===== config.mk =====
export PLATFORM = sky130hd
export DESIGN_NAME = pc_next_unit
export DESIGN_NICKNAME = d
export VERILOG_FILES = /design/src/rtl/pc_next_unit.sv
export SDC_FILE = /design/constraint.sdc
export NUM_CORES = 1
export LEC_CHECK = 0
export ABC_AREA = 1
export CORE_MARGIN = 3
export CORE_UTILIZATION = 30
export DETAILED_ROUTE_END_ITERATION = 10
export GPL_TIMING_DRIVEN = 1
export SLEW_MARGIN = 10
export SYNTH_ARGS = -nofsm -noshare
export SYNTH_HDL_FRONTEND = slang
export SYNTH_SLANG_ARGS = --single-unit

===== constraint.sdc =====
create_clock -name clk -period 2.7 [get_ports clk]
set_input_delay 0.54 -clock clk [delete_from_list [all_inputs] [get_ports clk]]
set_output_delay 0.54 -clock clk [all_outputs]
set_load 0.005 [all_outputs]

===== src/rtl/pc_next_unit.sv =====
// Fetch-stage program counter: holds pc_f, selects the next PC (sequential,
// branch, jump, register jump) and flags illegal fetch addresses.
module pc_next_unit #(
  parameter logic [31:0] RESET_PC = 32'h0000_3000,
  parameter logic [31:0] PC_MIN   = 32'h0000_3000,
  parameter logic [31:0] PC_MAX   = 32'h0000_6FFC
) (
  input  logic        clk,
  input  logic        reset,
  input  logic        stall,
  input  logic [1:0]  npc_op,
  input  logic        br_taken,
  input  logic [31:0] pc4_d,
  input  logic [15:0] imm16,
  input  logic [25:0] index26,
  input  logic [31:0] jr_target,
  output logic [31:0] pc_f,
  output logic [31:0] pc4_f,
  output logic        fetch_vld,
  output logic        pc_err
);

  localparam int unsigned PC_W = 32;

  typedef enum logic {
    BOOT = 1'b0,
    RUN  = 1'b1
  } state_t;

  state_t            state_q;
  state_t            state_d;
  logic [PC_W-1:0]   npc;
  logic [PC_W-1:0]   br_off;
  logic [PC_W-1:0]   pc_d;
  logic              vld_d;
  logic              err_d;

  function automatic logic pc_illegal(input logic [PC_W-1:0] pc);
    pc_illegal = (pc[1:0] != 2'b00) || (pc < PC_MIN) || (pc > PC_MAX);
  endfunction

  assign br_off = {{14{imm16[15]}}, imm16, 2'b00};
  assign pc4_f  = pc_f + PC_W'(4);

  // Candidate next PC; only consulted on a non-stalled RUN edge.
  always_comb begin
    npc = pc_f + PC_W'(4);
    case (npc_op)
      2'b01:   npc = br_taken ? (pc4_d + br_off) : (pc_f + PC_W'(4));
      2'b10:   npc = {pc4_d[31:28], index26, 2'b00};
      2'b11:   npc = jr_target;
      default: npc = pc_f + PC_W'(4);
    endcase
  end

  // Next-state and register updates; BOOT ignores redirects and stall.
  always_comb begin
    state_d = state_q;
    pc_d    = pc_f;
    vld_d   = fetch_vld;
    err_d   = pc_err;
    case (state_q)
      BOOT: begin
        state_d = RUN;
        vld_d   = 1'b1;
      end
      RUN: begin
        vld_d = 1'b1;
        if (!stall) begin
          pc_d  = npc;
          err_d = pc_err | pc_illegal(npc);
        end
      end
      default: state_d = BOOT;
    endcase
  end

  always_ff @(posedge clk or posedge reset) begin
    if (reset) begin
      state_q   <= BOOT;
      pc_f      <= RESET_PC;
      fetch_vld <= 1'b0;
      pc_err    <= 1'b0;
    end else begin
      state_q   <= state_d;
      pc_f      <= pc_d;
      fetch_vld <= vld_d;
      pc_err    <= err_d;
    end
  end

endmodule


==> results.py <==
metrics = {
    "run_status": {
        "status": "complete, but fails checks",
        "violations": "setup timing",
    },
    "synthesis": {
        "synthMuxAreaShare_pct": 0,
        "synth_cell_type_count": 46,
        "synth_fp_nets": 1199,
        "synth.area.top_cells": "nand2_1 27%, dfrtp_1 14%, inv_1 11%",
        "yosys.area_share.simple_pct": 46.7,
        "synth_top_family_by_area": "simple AND/OR/NAND/NOR gates",
        "synth_fa_ha_area_share_pct": 7.03,
        "yosysSeqAreaShare_pct": 15.2,
        "async_flop_share_pct": 100,
        "synth_top_area_share_pct": 26.8,
        "ys_ff_latch": 34,
        "synthFlopType": "dfrtp_1",
        "syn_avg_cell_area_um2": 5.32,
        "synth_compound_gate_area_share_pct": 14.5,
        "syn_area_um2": 5620,
        "synth_edf_count": 0,
        "synth_cells": 1056,
        "yosysTopAreaCell": "nand2_1",
        "post_synth_xor_area_fraction_pct": 2.80,
        "ys_warn_count": 0,
    },
    "critical_path": {
        "crit_buf_inv": 1,
        "cp_top_family": "simple AND/OR/NAND/NOR gates",
        "required_ns": 2.16,
        "cp_max_fo": 4,
        "r2r-start": "pc_f[12]",
        "cp_common_cell": "nand2_1",
        "cpPeakStageDelay_ns": 0.51,
        "r2r_setup_slack_ns": 0.36,
        "r2r-end": "pc_err",
        "worst_r2r_path_depth": 17,
        "crit_cells": 7,
        "end_kind": "output port",
        "startpoint": "pc_f[15]",
        "path_cells": "nand2_1 -> nor2_2 -> nand2_1 -> nor2_1 -> nand3b_1 -> nand2_2 -> clkdlybuf4s50_1",
        "start_kind": "flip-flop",
        "timing_worst_setup_path_type": "reg2out",
        "critPathArrivalTime_ns": 2.26,
        "cp-endpoint": "pc4_f[31]",
        "crit_slowest_cell": "clkdlybuf4s50_1",
    },
    "timing": {
        "worst_slack_ns": -0.102,
        "finalMaxSlewViolations": 0,
        "fmax_ghz": 0.357,
        "period_needed_ns": 2.80,
        "fin_skew_ns": 0.00493,
        "fin_crit_sh_pct": 104,
        "setup_tns_ns": -0.124,
        "setup_viol": 3,
        "grt_setup_unrepaired": "yes",
        "finalHoldViolCount": 0,
    },
    "detailed_routing": {
        "vias": 7846,
        "wl_per_cell_um": 15.6,
        "postRouteAntennaNets": 0,
        "totalWireLength_um": 25100,
        "dr.pass1.iters": 5,
        "drt_iter0_drc": 485,
        "viasPerCell": 4.90,
        "drc": 0,
    },
    "global_route": {
        "grt_pass1_vias": 7494,
        "antenna_found_initial": 0,
        "grt_first_pass_wirelength_um": 38200,
        "grt_max_degree": 45,
        "grt_use_total_pct": 23.5,
        "gr-total-overflow": 0,
    },
    "power_and_ir_drop": {
        "combPwrFrac_pct": 62.0,
        "p_sw_mw": 1.42,
        "clkPwrFrac_pct": 18.1,
        "peakVddDrop_v": 0.000241,
        "power_frac_seq_pct": 19.9,
        "p_sw_share_pct": 40.0,
        "power_leakage_nw": 4.93,
        "finalPower_mw": 3.55,
        "power_density_nw_per_um2": 362,
        "p_int_mw": 2.13,
    },
    "floorplanning": {
        "floorplan.initialDensity_pct": 30.9,
        "dieArea_um2": 20400,
        "io_pins": 178,
        "rows": 49,
        "core_area_um2": 18200,
        "die_h_um": 143,
        "die_w_um": 143,
    },
    "clock_network": {
        "cts_sinks": 34,
        "cts.root.buffer_cell": "clkbuf_16",
        "clock_latency_ns": 0.29,
        "cts_buffers": 5,
        "tritoncts": "done",
        "cts.clk_slew.worst_paths_ns": 0.06,
        "htree_num_levels": 2,
        "cts.path.max_buffers": 2,
    },
    "placement": {
        "port_buffers": 177,
        "place_inst": 1558,
        "gp_congestion": 0.978,
        "place_hpwl_um": 20200,
        "placed_cell_area_um2": 8540,
    },
    "flow_run": {
        "maxCapViolCount": 0,
    },
    "hold_path": {
        "hold_path_class": "reg2reg",
    },
    "finish": {
        "final_area_um2": 9790,
        "fin_nets": 1515,
        "area_growth_pct": 74.2,
        "final_cells": 1602,
        "diodes": 0,
        "num-fill-cells": 1865,
        "drive_gt1_share_pct": 25.2,
    },
}
sequential cells by signal, indices dropped and copies added, names as in the netlist:
signal / flops
pc_err: 1
fetch_vld: 1
pc_f: 32
area by class of cell:
class / instances / area, um^2 / share of cell area [%]
Multi-Input combinational cell: 822 / 4740 / 48.4
Sequential cell: 34 / 858 / 8.77
Inverter: 171 / 642 / 6.56
Clock buffer: 8 / 166 / 1.70
Timing Repair Buffer: 338 / 3100 / 31.6
Tap cell: 229 / 287 / 2.93
cell usage after synthesis, types with 2 or more instances:
library cell / number
inv_2: 4
nor3_1: 7
ha_1: 30
buf_1: 2
clkbuf_1: 17
nand2_1: 401
buf_2: 6
inv_1: 164
nand2_2: 5
dfrtp_1: 32
a221oi_1: 8
clkinv_1: 3
o21ai_0: 60
o211ai_1: 6
nor2_4: 4
nand3b_1: 2
a21oi_1: 48
a21o_1: 2
buf_4: 3
dfstp_2: 2
nor2_1: 90
o21bai_1: 6
nor3_2: 4
nand3_1: 95
nand4_1: 12
xnor2_1: 4
o22ai_1: 3
xor2_1: 14
nor2_2: 5
power groups by stage:
| stage | sequential, mW | clock, mW | combinational [mW] |
|---|---|---|---|
| 2_1_floorplan | 0.705 | 0 | 0.821 |
| 3_3_place_gp | 0.712 | 0 | 1.90 |
| 3_5_place_dp | 0.713 | 0 | 1.90 |
| 4_1_cts | 0.702 | 0.655 | 2.06 |
| 5_1_grt | 0.717 | 0.675 | 2.41 |
| 6_report | 0.706 | 0.642 | 2.20 |
cell families after synthesis:
family	count (synthesis)
simple gates	629
buf+inv	200
compound gates	143
flops	34
fa+ha+maj	31
xor+xnor	18
other cells	1
layout by cell type, fill, tap and decap left out, types with 4 or more instances in the layout:
| master | Yosys | final |
|---|---|---|
| nor2_2 | 5 | 18 |
| clkbuf_16 | 0 | 5 |
| xnor2_1 | 4 | 4 |
| dlygate4sd2_1 | 0 | 4 |
| buf_12 | 0 | 4 |
| o211ai_1 | 6 | 6 |
| dfrtp_2 | 0 | 4 |
| nand4_1 | 12 | 12 |
| nand2_1 | 401 | 353 |
| dlymetal6s2s_1 | 0 | 17 |
| o21ai_1 | 1 | 5 |
| ha_4 | 0 | 20 |
| nand3_1 | 95 | 77 |
| dfrtp_1 | 32 | 28 |
| inv_2 | 4 | 14 |
| nor2_4 | 4 | 16 |
| ha_1 | 30 | 7 |
| buf_4 | 3 | 155 |
| nand3_2 | 0 | 15 |
| inv_1 | 164 | 154 |
| nand2_2 | 5 | 51 |
| o21bai_1 | 6 | 5 |
| a21oi_1 | 48 | 40 |
| clkdlybuf4s50_1 | 0 | 156 |
| a21oi_2 | 1 | 9 |
| nor3_2 | 4 | 6 |
| a221oi_1 | 8 | 8 |
| o21ai_0 | 60 | 55 |
| nor2_1 | 90 | 65 |
| xor2_1 | 14 | 11 |
what timing repair did:
item                                   in CTS  in global routing
setup buffers                              21                 14
hold buffers                                0                  0
cloned                                      1                  0
resized for setup                          72                123
pin swaps                                  21                 40
setup endpoints to repair                  18                 30
endpoints found under the hold margin       0                  0
routing by layer:
layer  track usage (%)  routed length [um]  part of all wire (%)
met3              3.52                1760                   7.0
met2              38.0               11300                    45
met1              32.1               11200                    45
met4              7.85                 833                   3.3
met5                 0                   0                     0
per-stage QoR:
stage                     util [%]  setup slack [ns]  hold WS [ns]
after floorplan                  -             0.195         0.457
after global placement        46.9            -0.470         0.497
after detailed placement      46.9            -0.478         0.486
after CTS                     50.8            -0.118         0.509
after global routing          53.8            -0.203         0.585
final                         53.8            -0.102         0.514
worst min path at each step:
stage              from        to  slack [ns]  depth (start not counted)
6_report         pc_err    pc_err        0.51                          2
5_1_grt        pc_f[30]  pc_f[30]        0.59                          2
4_1_cts          pc_err    pc_err        0.51                          2
3_5_place_dp     pc_err    pc_err        0.49                          2
3_3_place_gp   pc_f[13]  pc_f[13]        0.50                          2
2_1_floorplan    pc_err    pc_err        0.46                          2
tightest hold or removal path: stages, from the launching register on:
cell,delay (ns)
dfrtp_1,0.38
inv_1,0.05
nand2_1,0.05
Note: power is estimated with default switching activity, not from simulation.
